--- src/rtl/fifo_rd_stream.sv ---
// Purpose: turns an async-FIFO read port (ren/rdata/rempty) into a registered valid/ready stream.
// Latency: a word popped from the FIFO appears on m_valid/m_data one cycle after fifo_ren.
// Backpressure: 2-entry head+skid buffer; fifo_ren depends only on state, so m_ready never reaches it.
module fifo_rd_stream #(
    parameter int DATA_WIDTH = 8,
    parameter int CNT_WIDTH  = 16
) (
    input  logic                  clk,
    input  logic                  reset,
    input  logic                  fifo_rempty,
    input  logic [DATA_WIDTH-1:0] fifo_rdata,
    output logic                  fifo_ren,
    output logic                  m_valid,
    output logic [DATA_WIDTH-1:0] m_data,
    input  logic                  m_ready,
    input  logic                  flush,
    output logic [1:0]            level,
    output logic [CNT_WIDTH-1:0]  xfer_count
);

    typedef enum logic [1:0] {
        ST_EMPTY = 2'd0,
        ST_ONE   = 2'd1,
        ST_TWO   = 2'd2
    } state_t;

    state_t                r_state;
    state_t                w_state_nxt;
    logic [DATA_WIDTH-1:0] r_head;
    logic [DATA_WIDTH-1:0] r_skid;
    logic [CNT_WIDTH-1:0]  r_cnt;

    logic w_push;
    logic w_pop;
    logic w_head_ld_fifo;
    logic w_head_ld_skid;
    logic w_skid_ld;

    // Pop request is built only from registered state and non-stream inputs.
    assign w_push   = ~fifo_rempty & (r_state != ST_TWO) & ~flush & ~reset;
    assign w_pop    = (r_state != ST_EMPTY) & m_ready;

    assign fifo_ren   = w_push;
    assign m_valid    = (r_state != ST_EMPTY);
    assign m_data     = r_head;
    assign level      = r_state;
    assign xfer_count = r_cnt;

    // Next-state and buffer load selects; flush empties the buffer regardless of traffic.
    always_comb begin
        w_state_nxt    = r_state;
        w_head_ld_fifo = 1'b0;
        w_head_ld_skid = 1'b0;
        w_skid_ld      = 1'b0;
        if (flush) begin
            w_state_nxt = ST_EMPTY;
        end else begin
            case (r_state)
                ST_EMPTY: begin
                    if (w_push) begin
                        w_state_nxt    = ST_ONE;
                        w_head_ld_fifo = 1'b1;
                    end
                end
                ST_ONE: begin
                    if (w_push && !w_pop) begin
                        w_state_nxt = ST_TWO;
                        w_skid_ld   = 1'b1;
                    end else if (w_push && w_pop) begin
                        w_head_ld_fifo = 1'b1;
                    end else if (w_pop) begin
                        w_state_nxt = ST_EMPTY;
                    end
                end
                ST_TWO: begin
                    // No push can happen here, so a pop just promotes the skid word.
                    if (w_pop) begin
                        w_state_nxt    = ST_ONE;
                        w_head_ld_skid = 1'b1;
                    end
                end
                default: begin
                    w_state_nxt = ST_EMPTY;
                end
            endcase
        end
    end

    // State register.
    always_ff @(posedge clk) begin
        if (reset) begin
            r_state <= ST_EMPTY;
        end else begin
            r_state <= w_state_nxt;
        end
    end

    // Head and skid data registers; contents are don't-care while not counted by state.
    always_ff @(posedge clk) begin
        if (reset) begin
            r_head <= '0;
            r_skid <= '0;
        end else begin
            if (w_head_ld_fifo) begin
                r_head <= fifo_rdata;
            end else if (w_head_ld_skid) begin
                r_head <= r_skid;
            end
            if (w_skid_ld) begin
                r_skid <= fifo_rdata;
            end
        end
    end

    // Handshake counter; a handshake in a flush cycle is a real delivery and still counts.
    always_ff @(posedge clk) begin
        if (reset) begin
            r_cnt <= '0;
        end else if (w_pop) begin
            r_cnt <= r_cnt + CNT_WIDTH'(1);
        end
    end

endmodule

--- config.mk ---
export PLATFORM = sky130hd
export DESIGN_NAME = fifo_rd_stream
export DESIGN_NICKNAME = d
export VERILOG_FILES = /design/src/rtl/fifo_rd_stream.sv
export SDC_FILE = /design/constraint.sdc
export NUM_CORES = 1
export LEC_CHECK = 0
export BUFFER_PORTS_ARGS = -buffer_cell sky130_fd_sc_hd__buf_2
export CORE_ASPECT_RATIO = 0.7
export CORE_UTILIZATION = 51
export DETAILED_ROUTE_END_ITERATION = 10
export PLACE_DENSITY = 0.83
export SLEW_MARGIN = 5
export SYNTH_ARGS = -nofsm -noshare
export SYNTH_HDL_FRONTEND = slang
export SYNTH_SLANG_ARGS = --single-unit
--- constraint.sdc ---
create_clock -name clk -period 4.42 [get_ports clk]
set_input_delay 0.221 -clock clk [delete_from_list [all_inputs] [get_ports clk]]
set_output_delay 0.221 -clock clk [all_outputs]
set_load 0.05 [all_outputs]
=== Word-level counts from Yosys, hierarchy flattened ===
Index checks and enable logic that the tools add are counted.
Widths: inputs -> output; s select.

* Add/sub/neg operators: 1
* Equal/unequal tests: 7
* Mux-type cells: 19
* Bitwise logic cells: 7
* Reductions and logical operators: 8

{| class="wikitable"
|+ Operators with widths
! kind !! count
|-
| $add 16x1->16 const B || 1
|-
| $mux 8 || 2
|-
| $mux 1 || 10
|-
| $mux 2 || 5
|-
| $ne 2x2->1 const B || 3
|-
| $ne 3x3->1 const B || 2
|-
| $pmux 2 s3 || 1
|-
| $and 1x1->1 || 4
|-
| $reduce_and 4->1 || 1
|-
| $reduce_bool 2->1 || 2
|-
| $not 1->1 || 3
|-
| $eq 2x1->1 const B || 1
|-
| $eq 2x2->1 const B || 1
|-
| $logic_and 1x1->1 || 2
|-
| $logic_not 2->1 || 1
|-
| $pmux 1 s2 || 1
|-
| $reduce_or 2->1 || 1
|-
| $logic_not 1->1 || 1
|}

* Bits in registers: 34
* Bits of input ports: 13
* Output and inout port bits: 28

=== Logic depth before layout (Yosys ltp) ===
Gate-level depths: netlist of the first run.

* Word-level depth: 10
* Gate-level depth with buffers: 7

=== Worst setup path before layout of the first run ===
OpenSTA, ideal clock, no wires.

* Path kind: register to output
* From: register r_state[0] (netlist: level[0])
* To: output port fifo_ren
* Arrival: 2.390 ns
* Data required time: 4.199 ns
* Slack: 1.809 ns
* Stages on the path, launching flop included: 4
* Path buffers: 1
* Path through: dfxtp_1 -> buf_2 -> nor2b_1 -> nor4_1

* Word-level cells in the longest chain between the ends: 4

{| class="wikitable"
|+ RTL lines
! item !! RTL line !! source
|-
| start, declared || 27 || <nowiki>state_t r_state;</nowiki>
|-
| start signal, assigned || 94 || <nowiki>r_state <= w_state_nxt;</nowiki>
|-
| $ne 2x2->1 || 40 || <nowiki>assign w_push = ~fifo_rempty & (r_state != ST_TWO) & ~flush & ~reset;</nowiki>
|-
| $and 1x1->1 (3 in a row) || 40 ||
|-
| end, declared || 12 || <nowiki>output logic fifo_ren,</nowiki>
|}

No other way between the ends.

=== Worst setup path after layout of the first run ===
* From: register r_state[0] (netlist: level[0])
* To: register r_head[1] (netlist: m_data[1])

* Word-level cells in the longest chain between the ends: 10
* Elaborated cells on any way between the ends: 22
* Those cells by class: eq/ne: 3; mux: 9; bitwise: 4; reduce/logical: 6

{| class="wikitable"
|+ RTL lines
! item !! RTL line !! source
|-
| $ne 2x2->1 || 40 ||
|-
| $and 1x1->1 (3 in a row) || 40 ||
|-
| $logic_and 1x1->1 || 69 || <nowiki>end else if (w_push && w_pop) begin</nowiki>
|-
| $mux 1 || 69 ||
|-
| $mux 1 || 66 || <nowiki>if (w_push && !w_pop) begin</nowiki>
|-
| $pmux 1 s2 || 58 || <nowiki>case (r_state)</nowiki>
|-
| $mux 1 || 55 || <nowiki>if (flush) begin</nowiki>
|-
| $mux 8 / $reduce_bool 2->1 (equally long branches) || - ||
|-
| end signal, assigned || 105 || <nowiki>r_head <= fifo_rdata;</nowiki>
|-
| end signal, assigned || 107 || <nowiki>r_head <= r_skid;</nowiki>
|-
| end, declared || 29 || <nowiki>logic [DATA_WIDTH-1:0] r_head;</nowiki>
|}

Several ways; a longest one is shown, not always the timed one.
A chain may end at the register's enable or synchronous reset.

==> flow_summary_export.csv, run 1 <==
group,metric,value,unit
status,status,"completed",
detailed_routing,met2_length,1.38,mm
cts,cts.reportedPaths.clkPinSlew,0.07,ns
min_path,hold_depth,2,
sta,drv_slew,0,
cts,ctsRootBufferMaster,"clkbuf_8",
cts,cts_buffers,5,
layout,area_growth,18.4,%
detailed_routing,wirelength,3.26,mm
placement,place.gp.congestion,0.738,
layout,drive_gt1_frac,0.303,
sta,finalCritPeriodShare,0.483,
power,power.density,351,mW/mm^2
worst_setup_path,start_kind,"flip-flop",
sta,max_freq,0.468,GHz
layout,post-route-cell-area,0.00187,sq mm
logic_synthesis,netlist_top_cells_area,"dfxtp_1 43%, a211oi_2 6.3%, mux2i_1 6.3%",
global_route,grt_max_degree,41,
detailed_routing,dr.pass1.iters,4,
worst_setup_path,crit_path_max_incr_delay,0.67,ns
detailed_routing,vias_per_cell,5.45,
cts,clk_latency,0.29,ns
global_route,grtUsageTotal,0.211,
worst_setup_path,criticalPathCategory,"reg -> reg",
logic_synthesis,synth_top_area_share,0.430,
detailed_routing,top_layer_used,"met4",
sta,slew_headroom,0.468,
logic_synthesis,ys_seq_elements,34,
worst_setup_path,worstPathCellList,"nor2b_1, nand2b_1, nor2_1, a211oi_2",
worst_setup_path,cp.arrival,2.34,ns
logic_synthesis,syn_area_per_cell,9.26,sq um
power,power_leakage,0.777,nW
die,initial_core_util,0.553,
job,drv_cap,0,
cts,post-cts-setup-buffers,0,
worst_setup_path,r2r_setup_slack,2.28,ns
min_path,worstHoldStart,"flush",
die,die_h,48.6,microns
placement,dp_hpwl,2.20,mm
min_path,whs_endpoint,"level[0]",
detailed_routing,wl_met3,184,microns
detailed_routing,ant_nets,0,
layout,antenna_cells,0,
sta,hold_ws,0.186,ns
logic_synthesis,netlist_area,0.00158,sq mm
logic_synthesis,synth_cells,171,
global_route,grt_pass1_wl,5.15,mm
cts,clockBufferDepth,2,
sta,setup_viol,0,
detailed_routing,m1WireLength,1.64,mm
logic_synthesis,syn-num-nets,185,
global_route,grt_antenna_before_repair,0,
sta,hold_violations,0,
cts,cts_tree,"yes",
logic_synthesis,synthArstFlopShare,0,
detailed_routing,drc,0,
logic_synthesis,synth_cell_types,35,
global_route,gr-total-overflow,0,
detailed_routing,vias,1330,
placement,dp.cells,236,
layout,fillCellCount,249,
die,ios,41,
cts,clock_sinks,34,
cts,holdBufCountCts,0,
logic_synthesis,synth_edf_count,0,
sta,period_minus_slack,2.14,ns
logic_synthesis,ys_seq_area_frac,0.430,
cts,post_cts_resized,0,
die,die_w,68.6,microns
die,core,0.00286,sq mm
layout,stdcell_count,244,
logic_synthesis,ys.flop_type,"dfxtp_1",
detailed_routing,wl_per_cell,13.4,microns
detailed_routing,drtIter0Drc,96,
logic_synthesis,ys_warn_count,0,
sta,skew,0.00728,ns
placement,placed_area,0.00177,sq mm
logic_synthesis,yosys.area.top_type,"dfxtp_1",
power,ir_drop,0.000216,V
layout,fin_nets,221,
min_path,hp-class,"in -> reg",
worst_setup_path,cp_max_fo,16,
sta,rsz0062_at_grt,"false",
global_route,grt_pass1_vias,1121,
worst_setup_path,cp-end-kind,"flip-flop",
die,dieArea,0.00333,sq mm
worst_setup_path,reg2regPathDepth,4,
worst_setup_path,required,4.63,ns
sta,fin_tns_setup,0,ns
sta,worst_slew_pin_slew,0.798,ns
worst_setup_path,r2r-start,"level[0]",
placement,io_buffers,40,
die,row_count,16,
worst_setup_path,cpMaxStageDelayCell,"nand2b_1",
worst_setup_path,timing.rr.end,"m_data[1]",
cts,htreeDepth,2,
==> registers in the layout, indices dropped and copies added, names as in the netlist <==
register    cells
level           2
xfer_count     16
r_skid          8
m_data          8
==> cells in the mapped netlist, types with 3 or more instances <==
library cell and number:
a211oi_2 8, a21oi_1 12, buf_2 4, clkbuf_1 3, dfxtp_1 34, mux2i_1 10, nand2_1 12, nand3_1 13
nor2_1 24, nor2b_1 5, nor3_1 5, nor4_1 3, xnor2_1 6, xor2_1 4
==> where the power goes <==
part | internal (W) | leakage [nW] | switching, W
Clock | 0.000166 | 0.0579 | 0.000114
Sequential | 0.000312 | 0.275 | 0.00000422
Combinational | 0.0000174 | 0.444 | 0.0000445
Total | 0.000495 | 0.777 | 0.000163
==> logic make-up (layout without fill, tap and decap cells) <==
group                    count (synthesis)  in the layout  synth area share
AO/OA/AOI/OAI                           26             26             0.134
XOR/XNOR                                10             10            0.0553
adder cells (fa/ha/maj)                  1              1           0.00790
buffers and inverters                   13             50            0.0443
flip-flops                              34             34             0.430
multiplexers                            13             13            0.0846
AND/OR/NAND/NOR                         74             74             0.244
==> cell type report <==
cell class | instances | area (sq um) | area share
tap | 36 | 45.0 | 0.0240
inverter | 2 | 7.51 | 0.00401
clock inverter | 3 | 40.0 | 0.0214
multi-input combinational | 124 | 832 | 0.444
clock buffer | 5 | 68.8 | 0.0367
timing repair buffer | 40 | 200 | 0.107
sequential | 34 | 681 | 0.363
==> critical path, delay by kind of cell (launching register included) <==
kind             cells  cell delay, ns
AO/OA/AOI/OAI        1            0.21
AND/OR/NAND/NOR      3            1.36
flip-flops           1            0.49
==> how the worst max path moves through the flow <==
stage | cells after the start | from | to
floorplan | 3 | level[0] | fifo_ren
global placement | 4 | level[0] | m_data[5]
detailed placement | 4 | level[0] | m_data[3]
CTS | 4 | level[0] | m_data[3]
global route | 4 | level[0] | m_data[5]
finish | 4 | level[0] | m_data[1]
==> routing by layer <==
| metal | global-route usage | vias to the layer above |
|---|---|---|
| met2 | 0.279 | 29 |
| li1 | - | 669 |
| met4 | 0.0938 | 0 |
| met5 | 0 | - |
| met3 | 0.0613 | 6 |
| met1 | 0.310 | 626 |
==> stage by stage <==
stage               power [W]  setup slack (ns)   util
floorplan            0.000369              1.81      -
global placement     0.000384              2.38  0.617
detailed placement   0.000384              2.31  0.617
CTS                  0.000661              2.30  0.655
global route         0.000680              2.02  0.655
finish               0.000657              2.28  0.655
==> cells in the final DEF (no fill, tap or decap), types with 2 or more instances in the layout <==
cell	n
xnor2_1	6
nor2_1	24
nand4_1	2
dfxtp_1	34
nor4_4	2
nand2b_1	2
xor2_1	4
buf_2	40
nand3_1	13
mux2_2	2
a21oi_1	12
nor3_1	5
clkinv_2	2
inv_1	2
nor2b_1	5
clkbuf_8	5
and3_1	2
mux2i_1	10
nand2_1	12
nor4_1	3
a211oi_2	8
Power figures use the tool's default switching activity.
==> run 2: changes to the inputs <==
- clock period: 4.42 -> 2.2 ns (I/O delays scaled with it)
==> flow_summary_export.csv, run 2 (same netlist as run 1, synthesis figures left out) <==
group,metric,value,unit
sta,slew_headroom,0.496,
global_route,grtUsageTotal,0.222,
global_route,gr-total-overflow,0,
die,initial_core_util,0.553,
global_route,grt_max_degree,34,
global_route,grt_antenna_before_repair,0,
layout,fin_nets,224,
worst_setup_path,worstPathCellList,"nor2b_1, and3b_1, mux2i_1, a211oi_2",
cts,htreeDepth,2,
die,row_count,16,
min_path,worstHoldStart,"fifo_rdata[6]",
worst_setup_path,r2r-start,"level[1]",
worst_setup_path,start_kind,"flip-flop",
detailed_routing,vias_per_cell,5.37,
die,die_h,48.6,microns
cts,cts_tree,"yes",
layout,largest_reg_flops,16,
worst_setup_path,cp-end-kind,"flip-flop",
layout,final_cell_mix,"40 x buf_2, 34 x dfxtp_1, 24 x nor2_1",
die,core,0.00286,sq mm
sta,hold_violations,0,
global_route,grt_pass1_vias,1168,
cts,post_cts_resized,0,
power,ir_drop,0.000446,V
layout,antenna_cells,0,
sta,period_minus_slack,1.83,ns
worst_setup_path,cp.arrival,1.96,ns
min_path,hp-class,"in -> reg",
detailed_routing,wirelength,3.30,mm
power,power.density,634,mW/mm^2
layout,drive_gt1_frac,0.305,
cts,post-cts-setup-buffers,0,
layout,fillCellCount,239,
die,ios,41,
sta,drv_slew,0,
job,drv_cap,0,
placement,dp.cells,239,
sta,setup_viol,0,
cts,cts_buffers,5,
cts,clockBufferDepth,2,
worst_setup_path,cpMaxStageDelayCell,"dfxtp_1",
sta,skew,0.00135,ns
global_route,grt_pass1_wl,5.37,mm
sta,worst_slew_pin_slew,0.756,ns
sta,finalCritPeriodShare,0.830,
layout,utilization,0.653,
cts,clock_sinks,34,
layout,stdcell_count,246,
die,dieArea,0.00333,sq mm
placement,place.gp.congestion,0.754,
sta,fin_tns_setup,0,ns
worst_setup_path,required,2.33,ns
worst_setup_path,crit_path_max_incr_delay,0.53,ns
sta,rsz0062_at_grt,"false",
detailed_routing,drtIter0Drc,74,
detailed_routing,vias,1320,
worst_setup_path,critPathTopFamily,"simple AND/OR/NAND/NOR gates",
cts,clk_latency,0.28,ns
status,status,"completed",
placement,io_buffers,40,
sta,max_freq,0.548,GHz
worst_setup_path,cp_max_fo,10,
detailed_routing,dr.pass1.iters,4,
worst_setup_path,cp_num_buf_inv,0,
detailed_routing,ant_nets,0,
worst_setup_path,crit_path_start,"level[1]",
power,power_leakage,0.774,nW
cts,ctsRootBufferMaster,"clkbuf_8",
layout,area_growth,18.2,%
placement,dp_hpwl,2.31,mm
sta,hold_ws,0.0904,ns
worst_setup_path,r2r_setup_slack,0.37,ns
detailed_routing,wl_per_cell,13.4,microns
layout,final_common_cell,"buf_2",
cts,cts.reportedPaths.clkPinSlew,0.06,ns
die,die_w,68.6,microns
worst_setup_path,criticalPathCategory,"reg -> reg",
cts,holdBufCountCts,0,
detailed_routing,drc,0,
run 2: worst reg2reg max path, cell delays in order, from the launching register on:
cell and delay (ns):
dfxtp_1 0.53, nor2b_1 0.29, and3b_1 0.51, mux2i_1 0.27
a211oi_2 0.09
run 2: per-stage QoR:
| stage | cell area, sq um | power (W) | setup slack, ns |
|---|---|---|---|
| 2_1_floorplan | 1590 | 0.000741 | 0.234 |
| 3_3_place_gp | 1790 | 0.000775 | 0.422 |
| 3_5_place_dp | 1790 | 0.000777 | 0.361 |
| 4_1_cts | 1870 | 0.00119 | 0.356 |
| 5_1_grt | 1870 | 0.00124 | 0.180 |
| 6_report | 1870 | 0.00119 | 0.374 |
run 2: path summary, 6_finish.rpt:
| path | endpoint | depth (start not counted) |
|---|---|---|
| worst max-delay path | m_data[1] | 4 |
| worst min-delay path | r_skid[6] | 3 |
| worst max register to register | m_data[1] | 4 |
| worst min register to register | r_skid[6] | 2 |
run 2: layout make-up:
cell class / count / area, sq um / share of cell area
clock buffers: 7 / 76.3 / 0.0408
inverters: 2 / 7.51 / 0.00401
multi-input cells: 124 / 838 / 0.448
flip-flops and latches: 34 / 681 / 0.364
well taps: 36 / 45.0 / 0.0241
repair buffers: 43 / 223 / 0.119
run 2: report_power, final:
part	switching, W	total, W	internal, W
combinational	0.0000912	0.000129	0.0000378
sequential	0.00000814	0.000634	0.000626
clock	0.000204	0.000422	0.000218
run 2: routing by layer:
| layer | routed length [microns] | part of all wire | GRT usage |
|---|---|---|---|
| met4 | 60 | 0.018 | 0.0868 |
| met1 | 1630 | 0.49 | 0.309 |
| met5 | 0 | 0 | 0 |
| met2 | 1430 | 0.43 | 0.299 |
| met3 | 182 | 0.055 | 0.0920 |
